File: src/rtl/dp_cu_sequencer.sv
// dp_cu_sequencer: FIFO-buffered command issuer for DP_CU with go/done handshake, result hold and watchdog
module dp_cu_sequencer #(
    parameter int DEPTH   = 4,
    parameter int W       = 3,
    parameter int TIMEOUT = 16
) (
    input  logic                         clk,
    input  logic                         rst,
    input  logic                         push,
    input  logic [1:0]                   push_op,
    input  logic [W-1:0]                 push_a,
    input  logic [W-1:0]                 push_b,
    output logic                         full,
    output logic                         empty,
    output logic [$clog2(DEPTH+1)-1:0]   count,
    output logic                         go,
    output logic [1:0]                   op,
    output logic [W-1:0]                 in1,
    output logic [W-1:0]                 in2,
    input  logic                         cu_done,
    input  logic [W-1:0]                 cu_out,
    output logic                         res_valid,
    output logic [1:0]                   res_op,
    output logic [W-1:0]                 res_data,
    input  logic                         res_ack,
    output logic                         err_timeout
);
    localparam int AW  = $clog2(DEPTH);
    localparam int CW  = $clog2(DEPTH + 1);
    localparam int WDW = $clog2(TIMEOUT);
    localparam logic [1:0] S_IDLE = 2'd0;
    localparam logic [1:0] S_BUSY = 2'd1;
    localparam logic [1:0] S_GAP  = 2'd2;

    logic [1:0]     r_state;
    logic [AW-1:0]  r_wr;
    logic [AW-1:0]  r_rd;
    logic [CW-1:0]  r_count;
    logic [1:0]     r_mem_op [DEPTH];
    logic [W-1:0]   r_mem_a  [DEPTH];
    logic [W-1:0]   r_mem_b  [DEPTH];
    logic [WDW-1:0] r_wd;
    logic           r_go;
    logic [1:0]     r_op;
    logic [W-1:0]   r_in1;
    logic [W-1:0]   r_in2;
    logic           r_res_valid;
    logic [1:0]     r_res_op;
    logic [W-1:0]   r_res_data;
    logic           r_err;
    logic           w_push;
    logic           w_pop;
    logic           w_done;
    logic           w_tmo;

    assign full        = r_count == CW'(DEPTH);
    assign empty       = r_count == '0;
    assign count       = r_count;
    assign go          = r_go;
    assign op          = r_op;
    assign in1         = r_in1;
    assign in2         = r_in2;
    assign res_valid   = r_res_valid;
    assign res_op      = r_res_op;
    assign res_data    = r_res_data;
    assign err_timeout = r_err;

    assign w_push = push & ~full;
    assign w_pop  = (r_state == S_IDLE) & ~empty & (~r_res_valid | res_ack);
    assign w_done = (r_state == S_BUSY) & cu_done;
    assign w_tmo  = (r_state == S_BUSY) & ~cu_done & (r_wd == WDW'(TIMEOUT - 1));

    // Command storage; contents need no reset since occupancy gates every read
    always_ff @(posedge clk) begin
        if (w_push) begin
            r_mem_op[r_wr] <= push_op;
            r_mem_a[r_wr]  <= push_a;
            r_mem_b[r_wr]  <= push_b;
        end
    end

    // FIFO pointers and occupancy; pointers wrap naturally at DEPTH
    always_ff @(posedge clk) begin
        if (rst) begin
            r_wr    <= '0;
            r_rd    <= '0;
            r_count <= '0;
        end else begin
            r_wr    <= r_wr + AW'(w_push);
            r_rd    <= r_rd + AW'(w_pop);
            r_count <= r_count + CW'(w_push) - CW'(w_pop);
        end
    end

    // Issue FSM: launch from IDLE, hold go through BUSY until done or watchdog, one GAP cycle
    always_ff @(posedge clk) begin
        if (rst) begin
            r_state <= S_IDLE;
            r_go    <= 1'b0;
            r_op    <= '0;
            r_in1   <= '0;
            r_in2   <= '0;
            r_wd    <= '0;
            r_err   <= 1'b0;
        end else if (w_pop) begin
            r_state <= S_BUSY;
            r_go    <= 1'b1;
            r_op    <= r_mem_op[r_rd];
            r_in1   <= r_mem_a[r_rd];
            r_in2   <= r_mem_b[r_rd];
            r_wd    <= '0;
        end else if (r_state == S_BUSY) begin
            if (w_done | w_tmo) begin
                r_state <= S_GAP;
                r_go    <= 1'b0;
                r_err   <= r_err | w_tmo;
            end else begin
                r_wd <= r_wd + 1'b1;
            end
        end else if (r_state == S_GAP) begin
            r_state <= S_IDLE;
        end
    end

    // Result register: capture on done, release on consumer ack
    always_ff @(posedge clk) begin
        if (rst) begin
            r_res_valid <= 1'b0;
            r_res_op    <= '0;
            r_res_data  <= '0;
        end else if (w_done) begin
            r_res_valid <= 1'b1;
            r_res_op    <= r_op;
            r_res_data  <= cu_out;
        end else if (res_ack) begin
            r_res_valid <= 1'b0;
        end
    end
endmodule

File: config.mk
export PLATFORM = sky130hd
export DESIGN_NAME = dp_cu_sequencer
export DESIGN_NICKNAME = d
export VERILOG_FILES = /design/src/rtl/dp_cu_sequencer.sv
export SDC_FILE = /design/constraint.sdc
export NUM_CORES = 1
export LEC_CHECK = 0
export CAP_MARGIN = 5
export CELL_PAD_IN_SITES_DETAIL_PLACEMENT = 0
export CELL_PAD_IN_SITES_GLOBAL_PLACEMENT = 1
export CORE_MARGIN = 2
export CORE_UTILIZATION = 25
export DETAILED_ROUTE_END_ITERATION = 10
export DONT_BUFFER_PORTS = 1
export GPL_TIMING_DRIVEN = 1
export PLACE_DENSITY = 0.54
export SLEW_MARGIN = 20
export SYNTH_ARGS = -nofsm -noshare
export SYNTH_HDL_FRONTEND = slang
export SYNTH_SLANG_ARGS = --single-unit
export TNS_END_PERCENT = 1
File: constraint.sdc
create_clock -name clk -period 3 [get_ports clk]
set_input_delay 0.3 -clock clk [delete_from_list [all_inputs] [get_ports clk]]
set_output_delay 0.3 -clock clk [all_outputs]
set_load 0.005 [all_outputs]
==> results of run 1 <==
-- worst max-delay path: stages (launching register included) --
cell and delay [ns]:
dfxtp_1 0.36, or3_4 0.48, nand3_1 0.14, inv_1 0.07
ha_1 0.27, inv_1 0.03, ha_1 0.18, fa_1 0.38
xnor2_1 0.17, xnor2_1 0.13, nor2_1 0.05
-- routing by layer --
layer,vias to the layer above,GRT usage [%],part of all wire [%]
met3,8,6.24,8.2
li1,681,-,-
met4,0,4.00,1.2
met1,666,11.6,43
met5,-,0,0
met2,36,16.1,48
-- power breakdown --
part           leakage [nW]  total (mW)  switching, mW  internal (mW)
Sequential            0.530        1.17          0.145           1.03
Combinational         0.342       0.587          0.297          0.290
Clock                0.0837       0.645          0.343          0.301
-- cell families after synthesis --
logic type,after synthesis,synth area share [%]
flops,61,63.5
simple gates,46,11.5
compound gates,31,7.53
buf+inv,16,3.09
mux,13,9.49
fa+ha+maj,6,3.40
xor+xnor,4,1.44
-- path summary, 6_finish.rpt --
| path | cells past startpoint | end | slack (ns) |
|---|---|---|---|
| max | 10 | count[2] | 0.63 |
| min reg2reg | 2 | in2[1] | 0.49 |
| min | 1 | count[2] | 0.02 |
| max reg2reg | 10 | count[2] | 0.63 |
-- placed cells by master (no fill, tap or decap), drive strengths merged --
master | synthesis | final
clkinvlp | 0 | 2
nand4 | 8 | 8
ha | 5 | 5
edfxtp | 32 | 32
clkinv | 1 | 4
nand3b | 2 | 2
buf | 3 | 5
or3 | 3 | 3
a31o | 1 | 1
mux2i | 5 | 5
o31ai | 9 | 9
dlygate4sd3 | 0 | 1
nor2b | 5 | 5
dfxtp | 29 | 29
a31oi | 1 | 1
mux4 | 8 | 8
or2 | 1 | 1
nand3 | 2 | 2
xnor2 | 4 | 4
nand2b | 3 | 3
and3 | 2 | 2
and4b | 1 | 1
inv | 5 | 7
clkbuf | 7 | 9
or3b | 1 | 1
fa | 1 | 1
nor2 | 10 | 10
nor3b | 5 | 5
nor3 | 3 | 3
o21ai | 4 | 4
a21oi | 16 | 16
-- registers in the layout, summed over array words and instances, names as in the netlist --
register	count
r_mem_b	12
err_timeout	1
r_state	2
res_data	3
res_valid	1
go	1
r_mem_a	12
count	3
r_rd	2
res_op	2
in2	3
op	2
in1	3
r_wd	4
r_wr	2
r_mem_op	8
-- what timing repair did --
| action | CTS | global route |
|---|---|---|
| hold buffers | 1 | 0 |
| endpoints found under the hold margin | 1 | 0 |
| gates resized for setup | 0 | 0 |
-- cell usage after synthesis, types with 2 or more instances --
| cell | count | area, µm² |
|---|---|---|
| edfxtp_1 | 32 | 961 |
| dfxtp_1 | 29 | 581 |
| a21oi_1 | 16 | 80.1 |
| nor2_1 | 10 | 37.5 |
| o31ai_1 | 9 | 67.6 |
| mux4_2 | 8 | 180 |
| nand4_1 | 8 | 50.1 |
| clkbuf_1 | 6 | 22.5 |
| ha_1 | 5 | 62.6 |
| inv_1 | 5 | 18.8 |
| mux2i_1 | 5 | 50.1 |
| nor2b_1 | 5 | 31.3 |
| nor3b_1 | 5 | 37.5 |
| o21ai_0 | 4 | 20.0 |
| xnor2_1 | 4 | 35.0 |
| nand2b_1 | 3 | 18.8 |
| nor3_1 | 3 | 15.0 |
| and3_1 | 2 | 12.5 |
| nand3_1 | 2 | 10.0 |
| nand3b_1 | 2 | 15.0 |
| or3_1 | 2 | 12.5 |
-- through the flow --
| stage | utilization (%) | hold WS, ns | total power, mW | setup WS, ns |
|---|---|---|---|---|
| final | 29.6 | 0.0238 | 2.40 | 0.632 |
| after floorplan | - | 0.399 | 1.65 | 0.648 |
| after CTS | 29.6 | 0.000724 | 2.45 | 0.601 |
| after global placement | 27.6 | 0.376 | 1.78 | 0.654 |
| after global routing | 29.6 | 0.00136 | 2.58 | 0.434 |
| after detailed placement | 27.6 | 0.378 | 1.79 | 0.612 |
-- final cells by class --
type / count / area share (%)
Clock buffer: 9 / 4.49
Clock inverter: 7 / 1.82
Inverter: 6 / 0.817
Multi-Input combinational cell: 100 / 29.4
Sequential cell: 61 / 55.9
Tap cell: 129 / 5.86
Timing Repair Buffer: 6 / 1.72
==> flow_summary_export.csv, run 1 <==
group,metric,value,unit
timing,layout_min_cycle_time,2.37,ns
die,fp-row-count,35,
worst_setup_path,startpoint_type,"register",
clock_network,htreeDepth,3,
cells_and_area,antennaDiodeCount,0,
route,wire_per_inst,15.4,µm
die,die_x,103,µm
synthesis,yosys_register_bits,61,
worst_setup_path,critPathLaunch,"count[1]",
synthesis,netlist_instances,177,
route,drt_pass1_iterations,4,
synthesis,synth_seq_area_share,63.5,%
timing,clock_skew,0.00783,ns
die,dieArea,0.0105,mm²
die,start_util,26.0,%
timing,setup_violations,0,
placement,place_inst,301,
route,ant_nets,0,
global_routing,grtUsageTotal,10.3,%
timing,max-slew-margin-rel,54.4,%
power_and_ir_drop,power_density,872,mW/mm²
worst_setup_path,worstPathArrival,2.61,ns
synthesis,avgSynthCellArea,13.7,µm²
clock_network,clock_latency,0.34,ns
clock_network,cts_setup_buffers,0,
placement,place_hpwl,3370,µm
worst_setup_path,cp.required,3.24,ns
worst_setup_path,crit_type,"reg2reg",
cells_and_area,nets,206,
synthesis,synth-main-ff-cell,"edfxtp_1",
worst_setup_path,r2r-start,"count[1]",
global_routing,gr-total-overflow,0,
route,drtIter0Drc,24,
die,core_area,0.00933,mm²
worst_setup_path,cp-end-kind,"register",
cells_and_area,drive_gt1_share,16.9,%
global_routing,grt_max_degree,27,
timing,max_freq,422,MHz
die,die_height,103,µm
cells_and_area,syn2layout_area_growth,13.6,%
cells_and_area,ff_latch_area,0.00154,mm²
global_routing,grt_pass1_wl,7710,µm
timing,rsz0062_at_grt,"false",
clock_network,cts_max_path_buffers,2,
cells_and_area,multiInputGateArea,810,µm²
synthesis,synth_area,0.00243,mm²
synthesis,synth_edf_count,32,
route,num_vias,1391,
cells_and_area,stdcell_area,0.00276,mm²
worst_hold_path,min-delay-start,"rst",
global_routing,antenna_found_initial,0,
placement,detailed_place.area,0.00257,mm²
timing,finalMaxSlewViolations,0,
synthesis,synth_fp_nets,199,
placement,io_buffers,0,
cells_and_area,finalNonFillerCells,318,
route,drc,0,
timing,worst_pin_slew,0.683,ns
timing,post-route-period-util,78.9,%
clock_network,cts_root_buf,"clkbuf_8",
route,via_per_inst,4.37,
route,wirelength,4910,µm
synthesis,async_reset_ff_share,0,%
global_routing,grt_pass1_vias,1433,
clock_network,clkTransAtPathRegs,0.07,ns
worst_hold_path,hold_path.class,"in2reg",
synthesis,yosysWarnings,0,
clock_network,clock-sinks,61,
synthesis,ys_types,33,
worst_setup_path,cp_max_fo,11,
clock_network,cts_inserted_buffers,9,
timing,hold_violations,0,
clock_network,cts_tree,"done",
power_and_ir_drop,p_leak,0.956,nW
cells_and_area,fillCellCount,957,
outcome,status,"completed",
power_and_ir_drop,peakVddDrop,0.000270,V
timing,finalSetupTns,0,ns
placement,gp_congestion,0.701,
flow_run,drv_cap,0,
die,ios,37,
(Power assumes the default switching activity.)
==> run 2, diff against run 1 <==
--- a/config.mk
+++ b/config.mk
@@ -13,7 +13,7 @@
 export DETAILED_ROUTE_END_ITERATION = 10
 export DONT_BUFFER_PORTS = 1
 export GPL_TIMING_DRIVEN = 1
-export PLACE_DENSITY = 0.54
+export PLACE_DENSITY = 0.56
 export SLEW_MARGIN = 20
 export SYNTH_ARGS = -nofsm -noshare
 export SYNTH_HDL_FRONTEND = slang
==> constraint.sdc (replaced) <==
create_clock -name clk -period 2 [get_ports clk]
set_input_delay 0.2 -clock clk [delete_from_list [all_inputs] [get_ports clk]]
set_output_delay 0.2 -clock clk [all_outputs]
set_load 0.005 [all_outputs]
==> run 2 against run 1 <==
The flow now finishes with violations (hold timing, setup timing). Via count up 11%. Flip-flop and latch count unchanged. Global-route usage grew 0.45 points. Largest power group unchanged.
==> flow_summary_export.csv, run 2 (synthesis results as in run 1) <==
group,metric,value,unit
timing,hold_violations,15,
global_routing,grt_max_degree,27,
worst_setup_path,cp.required,2.24,ns
cells_and_area,nets,239,
clock_network,clock_latency,0.35,ns
worst_setup_path,cp_cell_sequence,"or3_4 -> nand3_4 -> inv_4 -> ha_4 -> inv_2 -> ha_4 -> fa_2 -> xnor2_2 -> xnor2_1 -> nor2_1",
timing,max_freq,482,MHz
clock_network,cts_inserted_buffers,9,
worst_hold_path,hold_path.class,"in2reg",
die,dieArea,0.0105,mm²
cells_and_area,stdcell_area,0.00315,mm²
cells_and_area,multiInputGateArea,877,µm²
worst_setup_path,cpMostUsedCell,"ha_4",
die,die_height,103,µm
die,die_x,103,µm
global_routing,grt_pass1_wl,8280,µm
global_routing,antenna_found_initial,0,
route,via_per_inst,4.41,
worst_setup_path,crit_family,"adder cells",
clock_network,htreeDepth,3,
placement,gp_congestion,0.719,
route,num_vias,1547,
worst_setup_path,r2r-start,"count[1]",
timing,worst_pin_slew,0.599,ns
worst_setup_path,reg2reg_to,"count[2]",
worst_setup_path,cp_slowest_cell,"or3_4",
die,ios,37,
clock_network,cts_tree,"done",
timing,setup_violations,1,
power_and_ir_drop,p_leak,1.16,nW
power_and_ir_drop,power,4.18,mW
timing,max-slew-margin-rel,60.0,%
route,wire_per_inst,14.3,µm
outcome,violations,"hold timing, setup timing",
worst_setup_path,cp-end-kind,"register",
placement,place_hpwl,3310,µm
timing,setup_ws,-0.0767,ns
cells_and_area,final_cell_mix,"32 x edfxtp_1, 27 x dfxtp_1, 21 x buf_4",
clock_network,cts_root_buf,"clkbuf_8",
placement,detailed_place.area,0.00273,mm²
outcome,status,"finished with violations",
route,wirelength,5020,µm
worst_hold_path,min-delay-start,"rst",
placement,io_buffers,0,
worst_setup_path,worstPathArrival,2.32,ns
timing,rsz0062_at_grt,"true",
die,start_util,26.0,%
route,drtIter0Drc,16,
global_routing,grtUsageTotal,10.8,%
power_and_ir_drop,peakVddDrop,0.000441,V
worst_setup_path,cp_max_fo,2,
timing,layout_min_cycle_time,2.08,ns
route,drt_pass1_iterations,4,
flow_run,drv_cap,0,
clock_network,cts_max_path_buffers,2,
clock_network,clkTransAtPathRegs,0.08,ns
cells_and_area,syn2layout_area_growth,29.9,%
die,core_area,0.00933,mm²
worst_setup_path,critPathLaunch,"count[1]",
route,ant_nets,0,
worst_setup_path,r2r_cells,10,
worst_setup_path,r2r_slack,-0.08,ns
worst_hold_path,min_path_cells,1,
power_and_ir_drop,power_density,1330,mW/mm²
cells_and_area,fillCellCount,916,
global_routing,grt_pass1_vias,1632,
route,drc,0,
worst_setup_path,slowest_delay,0.40,ns
cells_and_area,drive_gt1_share,27.5,%
global_routing,gr-total-overflow,0,
cells_and_area,finalNonFillerCells,351,
clock_network,clock-sinks,61,
worst_setup_path,crit_type,"reg2reg",
timing,post-route-period-util,104,%
cells_and_area,antennaDiodeCount,0,
die,fp-row-count,35,
cells_and_area,final_common_cell,"edfxtp_1",
worst_setup_path,startpoint_type,"register",
timing,finalMaxSlewViolations,0,
worst_setup_path,crit_buf_inv,2,
timing,clock_skew,0.00988,ns
timing,finalSetupTns,-0.0767,ns
clock_network,cts_hold_buf,18,
cells_and_area,top_regs,"r_mem_a: 12 flops, r_mem_b: 12 flops, r_mem_op: 8 flops",
placement,place_inst,316,
worst_hold_path,hold_end,"count[1]",
cells_and_area,ff_latch_area,0.00154,mm²
timing,timing.hold.ws,-0.0862,ns
run 2: changes by cell type in the layout (fill, tap and decap cells not counted), sizes merged:
cell,change
clkinv,-2
buf,+16
inv,+1
bufinv,+1
dlygate4sd3,+17
run 2: worst max-delay path by stage:
stage | end | slack (ns) | cells past startpoint
3_5_place_dp | count[2] | -0.13 | 10
4_1_cts | count[2] | -0.08 | 10
5_1_grt | count[2] | -0.18 | 10
6_report | count[2] | -0.08 | 10
2_1_floorplan | count[2] | -0.24 | 11
3_3_place_gp | count[2] | -0.08 | 10
run 2: layout make-up:
class                   instances  share of cell area, %
repair buffers                 39                   10.7
clock inverters                 7                   2.62
clock buffers                   9                   3.93
inverters                       6                  0.794
flip-flops and latches         61                   49.0
well taps                     129                   5.12
multi-input cells             100                   27.8
run 2: repair_timing:
item | 4_1_cts | 5_1_grt
setup endpoints to repair | 2 | 2
gates resized for setup | 3 | 2
buffers inserted | 1 | 0
hold endpoints to repair | 57 | 15
pin swaps | 6 | 2
run 2: routing by layer:
metal	vias up	wire, µm	track usage (%)
met4	0	108	5.54
met2	32	2500	17.8
met1	754	2080	11.7
li1	751	-	-
met5	-	0	0
met3	10	336	4.75
run 2: power by group:
group / total, mW / switching [mW] / internal, mW
clock network: 1.15 / 0.559 / 0.594
registers: 1.69 / 0.145 / 1.54
logic: 1.34 / 0.617 / 0.721
run 2: worst register-to-register path: stages, from the launching register on:
cell	delay, ns
dfxtp_2	0.32
or3_4	0.40
nand3_4	0.08
inv_4	0.04
ha_4	0.25
inv_2	0.03
ha_4	0.14
fa_2	0.34
xnor2_2	0.14
xnor2_1	0.17
nor2_1	0.06
run 2: per-stage QoR:
step	setup WS [ns]	util [%]
after floorplan	-0.237	-
after global placement	-0.0753	29.2
after detailed placement	-0.127	29.2
after CTS	-0.0824	33.7
after global routing	-0.176	33.8
final	-0.0767	33.8
==> run 3, diff against run 2 <==
--- a/config.mk
+++ b/config.mk
@@ -8,6 +8,7 @@
 export CAP_MARGIN = 5
 export CELL_PAD_IN_SITES_DETAIL_PLACEMENT = 0
 export CELL_PAD_IN_SITES_GLOBAL_PLACEMENT = 1
+export CORE_ASPECT_RATIO = 0.5
 export CORE_MARGIN = 2
 export CORE_UTILIZATION = 25
 export DETAILED_ROUTE_END_ITERATION = 10
==> run 3 against run 2 <==
The flow still finishes with violations (hold timing, setup timing). Non-clock buffer count unchanged. Sequential power is essentially flat. Clock-buffer cell count unchanged. Largest power group is now the clock network. Clock power grew 56%. Die area is 0.45% higher. Routed wire length increased by 0.30%. Design area rose by 4.7%. Power up 16%. Critical endpoint unchanged. Utilization rose by 1.2 points. Combinational power about the same.
==> flow_summary_export.csv, run 3 (synthesis results as in run 1) <==
group,metric,value,unit
global_routing,grt_pass1_vias,1547,
worst_setup_path,critPathLaunch,"count[1]",
worst_setup_path,crit_type,"reg2reg",
timing,layout_min_cycle_time,2.10,ns
cells_and_area,antennaDiodeCount,0,
die,dieArea,0.0106,mm²
clock_network,clock_latency,0.33,ns
clock_network,clock-sinks,61,
outcome,status,"finished with violations",
worst_setup_path,cp_max_fo,2,
power_and_ir_drop,p_int,3.50,mW
cells_and_area,nets,239,
flow_run,drv_cap,0,
clock_network,htreeDepth,3,
route,ant_nets,0,
timing,finalMaxSlewViolations,0,
timing,setup_ws,-0.0965,ns
route,drt_pass1_iterations,4,
route,wirelength,5040,µm
clock_network,clkTransAtPathRegs,0.05,ns
timing,clock_skew,0.00466,ns
clock_network,cts_tree,"done",
global_routing,gr-total-overflow,0,
worst_setup_path,worstPathArrival,2.32,ns
worst_hold_path,min-delay-start,"rst",
placement,place_hpwl,3370,µm
route,num_vias,1546,
worst_setup_path,crit_end,"count[2]",
power_and_ir_drop,power_density,1470,mW/mm²
timing,max_freq,477,MHz
route,via_per_inst,4.33,
timing,timing.hold.ws,-0.0774,ns
global_routing,grtUsageTotal,10.5,%
worst_setup_path,reg2reg_to,"count[2]",
die,start_util,25.7,%
timing,hold_violations,15,
placement,io_buffers,0,
worst_setup_path,cp-end-kind,"register",
power_and_ir_drop,peakVddDrop,0.000525,V
power_and_ir_drop,power,4.84,mW
power_and_ir_drop,netSwitchingPower,1.34,mW
timing,rsz0062_at_grt,"true",
global_routing,grt_max_degree,27,
cells_and_area,final_common_cell,"edfxtp_1",
placement,gp_congestion,0.771,
cells_and_area,utilization,34.9,%
timing,worst_pin_slew,0.591,ns
worst_setup_path,r2r-start,"count[1]",
timing,post-route-period-util,105,%
clock_network,cts_root_buf,"clkbuf_16",
clock_network,cts_hold_buf,18,
worst_setup_path,r2r_slack,-0.1,ns
worst_setup_path,cp.required,2.22,ns
power_and_ir_drop,p_comb_share,28.1,%
outcome,violations,"hold timing, setup timing",
die,fp-row-count,25,
clock_network,cts_inserted_buffers,9,
timing,finalSetupTns,-0.0965,ns
timing,max-slew-margin-rel,60.5,%
worst_hold_path,hold_path.class,"in2reg",
global_routing,grt_pass1_wl,8110,µm
cells_and_area,syn2layout_area_growth,36.0,%
worst_setup_path,r2r_cells,10,
power_and_ir_drop,switching_share,27.7,%
cells_and_area,final_cell_mix,"32 x edfxtp_1, 27 x dfxtp_1, 21 x buf_4",
worst_setup_path,startpoint_type,"register",
power_and_ir_drop,p_seq_share,34.9,%
cells_and_area,drive_gt1_share,27.5,%
route,wire_per_inst,14.1,µm
die,ios,37,
die,die_height,73.7,µm
route,drtIter0Drc,70,
global_routing,antenna_found_initial,0,
cells_and_area,top_regs,"r_mem_a: 12 flops, r_mem_b: 12 flops, r_mem_op: 8 flops",
clock_network,cts_max_path_buffers,2,
route,drc,0,
die,core_area,0.00945,mm²
power_and_ir_drop,p_leak,1.23,nW
die,die_x,143,µm
timing,setup_violations,1,
power_and_ir_drop,power.clock.fraction,36.9,%
-- run 3: area by class of cell --
cell class                 instances  area [µm²]
clock inverter                     7         123
inverter                           6        25.0
sequential                        61        1540
multi-input combinational        100         877
clock buffer                       9         225
fill                             936        6150
timing repair buffer              39         338
tap                              135         169
-- run 3: power by group through the flow --
stage	Combinational, mW	Clock [mW]	Sequential (mW)
finish	1.36	1.79	1.69
floorplan	0.875	0	1.68
global route	1.50	1.87	1.72
CTS	1.35	1.82	1.70
detailed placement	1.20	0	1.73
global placement	1.18	0	1.72
-- run 3: worst min path at each step --
stage                         end  slack, ns  cells past startpoint
global route             count[1]      -0.09                      1
finish                   count[1]      -0.08                      1
CTS                      count[1]      -0.08                      1
detailed placement       count[1]       0.27                      1
global placement         count[1]       0.27                      1
floorplan           r_mem_a[0][0]       0.30                      0
-- run 3: metal layers --
layer | vias to the layer above | part of all wire (%) | track usage, %
met1 | 760 | 42 | 11.8
met2 | 25 | 50 | 17.5
li1 | 749 | - | -
met4 | 0 | 1.9 | 5.23
met3 | 12 | 5.4 | 4.37
met5 | - | 0 | 0
-- run 3: stage by stage --
stage	cell area (µm²)	instances	setup slack [ns]	hold WS, ns
floorplan	2470	177	-0.237	0.299
global placement	2730	321	-0.0733	0.268
detailed placement	2730	321	-0.140	0.270
CTS	3290	357	-0.0901	-0.0799
global route	3300	357	-0.161	-0.0905
finish	3300	357	-0.0965	-0.0774
-- run 3: critical path, cell delays in order (launching register included) --
cell     delay (ns)
dfxtp_2        0.32
or3_4          0.40
nand3_4        0.08
inv_4          0.04
ha_4           0.25
inv_2          0.04
ha_4           0.15
fa_2           0.35
xnor2_2        0.15
xnor2_1        0.15
nor2_1         0.07
-- run 3: what timing repair did --
| item | 4_1_cts | 5_1_grt |
|---|---|---|
| endpoints found under the hold margin | 57 | 15 |
| gates resized for setup | 3 | 2 |
| endpoints found under the setup margin | 2 | 2 |
| pin swaps | 6 | 0 |
| buffers inserted | 2 | 0 |
